===== src/rtl/mem_pkg.sv =====
// -----------------------------------------------------------------------------
// mem_pkg
// Shared definitions for the memory responder: request codes carried on
// mem_cmd, the fixed addresses of the LED and switch registers, and the
// responder FSM state type.
// -----------------------------------------------------------------------------
package mem_pkg;

  // Request codes on mem_cmd; 2'b11 is not a legal request.
  localparam logic [1:0] MNONE    = 2'b00;
  localparam logic [1:0] MREAD    = 2'b01;
  localparam logic [1:0] MWRITE   = 2'b10;
  localparam logic [1:0] MILLEGAL = 2'b11;

  // Memory-mapped peripheral word addresses.
  localparam int unsigned LED_ADDR = 32'h0000_0100;
  localparam int unsigned SW_ADDR  = 32'h0000_0140;

  // Responder FSM: waiting for a request, or signalling completion.
  typedef enum logic {
    ST_IDLE = 1'b0,
    ST_RESP = 1'b1
  } state_e;

endpackage : mem_pkg


===== src/rtl/ram_sp.sv =====
// -----------------------------------------------------------------------------
// ram_sp
// Single-port RAM, DEPTH x DATA_W, synchronous write and registered read.
// Contents are not reset.
//
// Ports:
//   clk_i    - clock, rising edge
//   we_i     - write enable: mem[addr_i] <= wdata_i
//   re_i     - read enable: rdata_o <= mem[addr_i]; rdata_o holds otherwise
//   addr_i   - word address
//   wdata_i  - write data
//   rdata_o  - registered read data
// -----------------------------------------------------------------------------
module ram_sp #(
  parameter int DATA_W = 16,
  parameter int DEPTH  = 256,
  parameter int AW     = 8
) (
  input  logic              clk_i,
  input  logic              we_i,
  input  logic              re_i,
  input  logic [AW-1:0]     addr_i,
  input  logic [DATA_W-1:0] wdata_i,
  output logic [DATA_W-1:0] rdata_o
);

  logic [DATA_W-1:0] mem_q [DEPTH];
  logic [DATA_W-1:0] rdata_q;

  // Storage array write port and registered read port.
  always_ff @(posedge clk_i) begin
    if (we_i) begin
      mem_q[addr_i] <= wdata_i;
    end
    if (re_i) begin
      rdata_q <= mem_q[addr_i];
    end
  end

  assign rdata_o = rdata_q;

endmodule : ram_sp


===== src/rtl/mem_responder.sv =====
// -----------------------------------------------------------------------------
// mem_responder
// Single-outstanding memory responder. A READ or WRITE seen in IDLE is
// accepted on the rising edge and completed one cycle later with a one-cycle
// mem_rdy strobe. The address space holds a RAM at 0..RAM_DEPTH-1, a
// write-only LED register at 0x100 and read-only switches at 0x140. Illegal
// commands and accesses to anything else set a sticky err flag.
//
// Ports:
//   clk        - clock, rising edge
//   reset      - asynchronous active-low reset
//   mem_cmd    - request code (NONE/READ/WRITE/illegal)
//   mem_addr   - word address of the request
//   write_data - store data for a WRITE
//   read_data  - load data; valid in RESP, held until the next READ completes
//   mem_rdy    - one-cycle completion strobe
//   SW         - board switches (read at 0x140)
//   LEDR       - board LEDs (written at 0x100)
//   err        - sticky error flag
// -----------------------------------------------------------------------------
module mem_responder
  import mem_pkg::*;
#(
  parameter int DATA_W    = 16,
  parameter int ADDR_W    = 9,
  parameter int RAM_DEPTH = 256
) (
  input  logic              clk,
  input  logic              reset,
  input  logic [1:0]        mem_cmd,
  input  logic [ADDR_W-1:0] mem_addr,
  input  logic [DATA_W-1:0] write_data,
  output logic [DATA_W-1:0] read_data,
  output logic              mem_rdy,
  input  logic [7:0]        SW,
  output logic [7:0]        LEDR,
  output logic              err
);

  localparam int RAM_AW = $clog2(RAM_DEPTH);

  // One extra bit so RAM_DEPTH itself is representable in the bound.
  localparam logic [ADDR_W:0]   RAM_TOP = (ADDR_W + 1)'(RAM_DEPTH);
  localparam logic [ADDR_W-1:0] LED_A   = ADDR_W'(LED_ADDR);
  localparam logic [ADDR_W-1:0] SW_A    = ADDR_W'(SW_ADDR);

  state_e            state_q;
  logic              mem_rdy_q;
  logic              ram_sel_q;
  logic [DATA_W-1:0] read_hold_q;
  logic [7:0]        ledr_q;
  logic [7:0]        ledr_d;
  logic              err_q;
  logic              err_d;

  logic              hit_ram_s;
  logic              hit_led_s;
  logic              hit_sw_s;
  logic              is_rd_s;
  logic              is_wr_s;
  logic              is_ill_s;
  logic              bad_s;
  logic              ram_we_s;
  logic              ram_re_s;
  logic [DATA_W-1:0] ram_rdata_s;
  logic [DATA_W-1:0] sw_ext_s;

  // Full-width address decode (no aliasing) and request qualification in IDLE.
  always_comb begin
    hit_ram_s = ({1'b0, mem_addr} < RAM_TOP);
    hit_led_s = (mem_addr == LED_A);
    hit_sw_s  = (mem_addr == SW_A);
    is_rd_s   = (state_q == ST_IDLE) && (mem_cmd == MREAD);
    is_wr_s   = (state_q == ST_IDLE) && (mem_cmd == MWRITE);
    is_ill_s  = (state_q == ST_IDLE) && (mem_cmd == MILLEGAL);
    // Reads may target RAM or SW; writes may target RAM or LEDR.
    bad_s     = is_ill_s
              || (is_rd_s && !(hit_ram_s || hit_sw_s))
              || (is_wr_s && !(hit_ram_s || hit_led_s));
    // Gating with reset keeps a write whose edge falls inside reset from
    // reaching the (unreset) RAM array.
    ram_we_s  = is_wr_s && hit_ram_s && reset;
    ram_re_s  = is_rd_s && hit_ram_s;
    sw_ext_s  = {{(DATA_W-8){1'b0}}, SW};
  end

  // Next values for the LED register and the sticky error flag.
  always_comb begin
    err_d = err_q | bad_s;
    if (is_wr_s && hit_led_s) begin
      ledr_d = write_data[7:0];
    end else begin
      ledr_d = ledr_q;
    end
  end

  ram_sp #(
    .DATA_W (DATA_W),
    .DEPTH  (RAM_DEPTH),
    .AW     (RAM_AW)
  ) u_ram (
    .clk_i   (clk),
    .we_i    (ram_we_s),
    .re_i    (ram_re_s),
    .addr_i  (mem_addr[RAM_AW-1:0]),
    .wdata_i (write_data),
    .rdata_o (ram_rdata_s)
  );

  // Responder FSM with its registered outputs, LED and error registers.
  always_ff @(posedge clk or negedge reset) begin
    if (!reset) begin
      state_q     <= ST_IDLE;
      mem_rdy_q   <= 1'b0;
      ram_sel_q   <= 1'b0;
      read_hold_q <= {DATA_W{1'b0}};
      ledr_q      <= 8'h00;
      err_q       <= 1'b0;
    end else begin
      ledr_q <= ledr_d;
      err_q  <= err_d;
      case (state_q)
        ST_IDLE: begin
          if (is_rd_s || is_wr_s) begin
            state_q   <= ST_RESP;
            mem_rdy_q <= 1'b1;
            ram_sel_q <= is_rd_s && hit_ram_s;
            // Non-RAM read data is known now; RAM data arrives from the
            // registered read port during RESP.
            if (is_rd_s && !hit_ram_s) begin
              read_hold_q <= hit_sw_s ? sw_ext_s : {DATA_W{1'b0}};
            end
          end else begin
            mem_rdy_q <= 1'b0;
            ram_sel_q <= 1'b0;
          end
        end
        ST_RESP: begin
          state_q   <= ST_IDLE;
          mem_rdy_q <= 1'b0;
          ram_sel_q <= 1'b0;
          // Capture RAM data so it keeps showing after RESP ends.
          if (ram_sel_q) begin
            read_hold_q <= ram_rdata_s;
          end
        end
        default: begin
          state_q   <= ST_IDLE;
          mem_rdy_q <= 1'b0;
          ram_sel_q <= 1'b0;
        end
      endcase
    end
  end

  // During a RAM read's RESP cycle the RAM output register drives directly.
  assign read_data = ram_sel_q ? ram_rdata_s : read_hold_q;
  assign mem_rdy   = mem_rdy_q;
  assign LEDR      = ledr_q;
  assign err       = err_q;

endmodule : mem_responder


===== config.mk =====
export PLATFORM = sky130hd
export DESIGN_NAME = mem_responder
export DESIGN_NICKNAME = d
export VERILOG_FILES = /design/src/rtl/mem_pkg.sv /design/src/rtl/ram_sp.sv /design/src/rtl/mem_responder.sv
export SDC_FILE = /design/constraint.sdc
export NUM_CORES = 2
export LEC_CHECK = 0
export BUFFER_PORTS_ARGS = -buffer_cell sky130_fd_sc_hd__buf_2
export CAP_MARGIN = 20
export CORE_MARGIN = 3
export CORE_UTILIZATION = 45
export CTS_CLUSTER_SIZE = 30
export DETAILED_ROUTE_END_ITERATION = 16
export GPL_TIMING_DRIVEN = 0
export SLEW_MARGIN = 20
export SYNTH_ARGS = -nofsm -noshare
export SYNTH_HDL_FRONTEND = slang
export SYNTH_SLANG_ARGS = --single-unit

===== constraint.sdc =====
create_clock -name clk -period 7 [get_ports clk]
set_input_delay 0 -clock clk [delete_from_list [all_inputs] [get_ports clk]]
set_output_delay 0 -clock clk [all_outputs]
set_load 0.01 [all_outputs]

==> run metrics <==
outcome completed; fraction of layout cells with a size suffix above 1 0.310; drc violations 0; final worst path period share 0.655; fill count roughly 26000; Most common cell on crit path buf_2; critical path's slowest cell nand2_2; Max Clock Freq 218 MHz; worst reg2reg endpoint u_ram.mem_q[74][1]$_DFFE_PP_; Yosys cell types 32; DIE AREA 0.355 sq mm; ys flop type edfxtp_1; via density per instance around 6.3; flops & latches, synth 4139; GRT overflow 0; Post-Syn Area per Cell roughly 23 sq um; initial antenna violation count 36; Starting Density 0.454; RSZ-0062 raised after global routing false; CP required between 7000 and 8000 ps; Ports 63; CP Launch Type primary input; routed wire length per instance 36.8 microns; row count 215; vias in the first global route 78000; Top delay family on crit path buffers and inverters; Yosys Warn Count 0; cell area after synthesis 0.157 sq mm; worst setup path class in2reg; Reg2Reg Depth 8; Yosys top cell area share 0.788; final hold violations 0; width of the chip 596 microns; Leakage Power 56.0 nW; I/O Buffers 60; Slew headroom 0.107; Levels on crit path 10; arrival time worst endpoint 5240 ps; CTS Buf Count approximately 420; Seq/Total Area, Yosys 0.793; worst-path maximum fanout 10; P per Cell Area between 200 and 300 mW/mm^2; vias 78600; Detail Placement HPWL 312000 microns; first-pass GRT wire length between 600000 and 700000 microns; Placed Instances roughly 12000; area delta synth->final 16.4%; Chip Height between 500 and 600 microns; Post-DRT Antenna Nets 0; Placer Congestion 1.01; largest net degree at the start of global routing about 130; clock-pin transition on the worst setup and hold timing paths 60 ps; Slew @ Worst Pin 1340 ps; Hold Crit Endpoint u_ram.mem_q[41][12]$_DFFE_PP_; Post-Syn Instances 6807; Setup Total Neg Slack 0 ps; crit end category flip-flop; Worst Path Buf+Inv 7; CTS tree built; non-filler instance count after layout 12600; core area 0.345 sq mm; TritonRoute pass-1 iters 6; Worst Skew 52.8 ps; WL final 461000 microns; crit-path max cell delay 770 ps; fin. max-slew vios 0; FF-to-FF Start mem_rdy$_DFF_PN0_; fin nets between 7000 and 8000; cell chain of the critical path buf_2, buf_2, buf_2, buf_2, nor3b_1, nand2_2, clkbuf_2, buf_12, nor2_2, buf_6; GRT Util Overall 0.257; reg2reg setup slack 2420 ps; Post-synth EDFFs 4112; CTS Root Cell clkbuf_16; max cap viols 0; Finish-stage setup viols 0; CTS-repair resized insts 0; FFs w/ async S/R, synth 0.00652; H-tree lvl count 5; type of the worst min-delay path in2reg; Clock Sink Count 4139; Final min period approximately 4600 ps; ranking of synthesized cells by area edfxtp_1 79%, mux4_2 15%, a22oi_1 2.5%; Clock Path Buffers 4; later-pin clock latency in the skew report slightly below 1000 ps; VDD IR max 0.000225 V; DRT iter0 DRCs 11700; Synthesized Nets around 7000; Synth area leader edfxtp_1; most frequent cell after synthesis edfxtp_1; worst hold path stage count 2; Min Hold Slack between 40 and 50 ps; hold_sp write_data[12]; top cells by count, synth 4112 x edfxtp_1, 1024 x mux4_2, 512 x a22oi_1
## how the worst max path moves through the flow
stage | from | end | slack [ps]
floorplan | mem_rdy$_DFF_PN0_ | u_ram.mem_q[102][0]$_DFFE_PP_ | 4410
global placement | mem_addr[2] | u_ram.mem_q[99][0]$_DFFE_PP_ | -1520
detailed placement | mem_addr[1] | u_ram.mem_q[74][1]$_DFFE_PP_ | 1670
CTS | mem_rdy$_DFF_PN0_ | u_ram.mem_q[74][1]$_DFFE_PP_ | 2610
global route | mem_rdy$_DFF_PN0_ | u_ram.mem_q[74][13]$_DFFE_PP_ | 2410
finish | mem_addr[1] | u_ram.mem_q[74][1]$_DFFE_PP_ | 2420
## per-layer routing
metal / GRT usage / vias up / share of wire
li1: - / 31100 / -
met1: 0.339 / 42100 / 0.37
met2: 0.399 / 4469 / 0.47
met3: 0.0741 / 897 / 0.11
met4: 0.118 / 14 / 0.054
met5: 0 / - / 0.00027
## report_power, final
part	internal (mW)	switching (mW)
Sequential	27.3	0.0149
Clock	12.4	9.40
Combinational	0.852	1.81
Total	40.5	11.2
## flip-flops by register name (all words and copies together) (netlist names)
name / count
read_hold_q: 16
LEDR: 8
u_ram.rdata_o: 16
err: 1
u_ram.mem_q: 4096
ram_sel_q: 1
mem_rdy: 1
## final cells by class
class	instances	area [sq um]	share of cell area
flip-flops and latches	4139	124000	0.681
multi-input cells	2238	31800	0.174
clock buffers	509	10800	0.0594
well taps	4557	5700	0.0313
repair buffers	410	5440	0.0298
clock inverters	257	2410	0.0132
plain buffers	421	1920	0.0105
inverters	9	33.8	0.000185
diodes	12	30.0	0.000165
## cells by family after synthesis
kind of cell           synth area share
muxes                             0.149
buffers and inverters            0.0120
AOI/OAI and AO/OA                0.0375
and+or+nand+nor                 0.00884
DFF                               0.793
## through the flow
stage	util	power [mW]	setup WS [ps]	area, sq um
2_1_floorplan	-	29.0	4410	157000
3_3_place_gp	0.472	30.4	-1520	163000
3_5_place_dp	0.488	30.4	1670	168000
4_1_cts	0.528	51.9	2610	182000
5_1_grt	0.528	53.1	2410	182000
6_report	0.529	51.7	2420	182000
## layout by cell type (no fill, tap or decap), types with 8 or more instances in the layout
cell type | netlist | final
nand4_1 | 20 | 20
nand2_1 | 25 | 12
a22o_1 | 8 | 8
buf_8 | 0 | 105
bufinv_16 | 0 | 38
clkbuf_2 | 0 | 37
clkbuf_1 | 258 | 302
buf_6 | 13 | 161
buf_1 | 39 | 35
a22oi_1 | 512 | 512
edfxtp_1 | 4112 | 4112
buf_4 | 10 | 12
nand2_2 | 0 | 13
diode_2 | 0 | 12
dfrtp_1 | 27 | 27
clkinv_2 | 0 | 73
clkbuf_16 | 0 | 418
mux4_2 | 1024 | 1024
clkinv_1 | 0 | 108
buf_2 | 101 | 149
a21oi_1 | 259 | 236
nor2_2 | 0 | 228
a222oi_1 | 8 | 8
mux2_2 | 24 | 24
o41ai_2 | 0 | 34
buf_16 | 0 | 40
o41ai_1 | 64 | 30
a21oi_2 | 0 | 23
dlygate4sd3_1 | 0 | 56
inv_6 | 0 | 11
inv_1 | 9 | 9
clkbuf_4 | 0 | 8
nor2_4 | 0 | 30
clkinv_8 | 0 | 8
buf_12 | 0 | 15
## what timing repair did
item	in CTS	in global routing
setup endpoints to repair	0	0
hold buffers	57	0
setup buffers	0	0
endpoints found under the hold margin	3452	0
(Power assumes the default switching activity.)
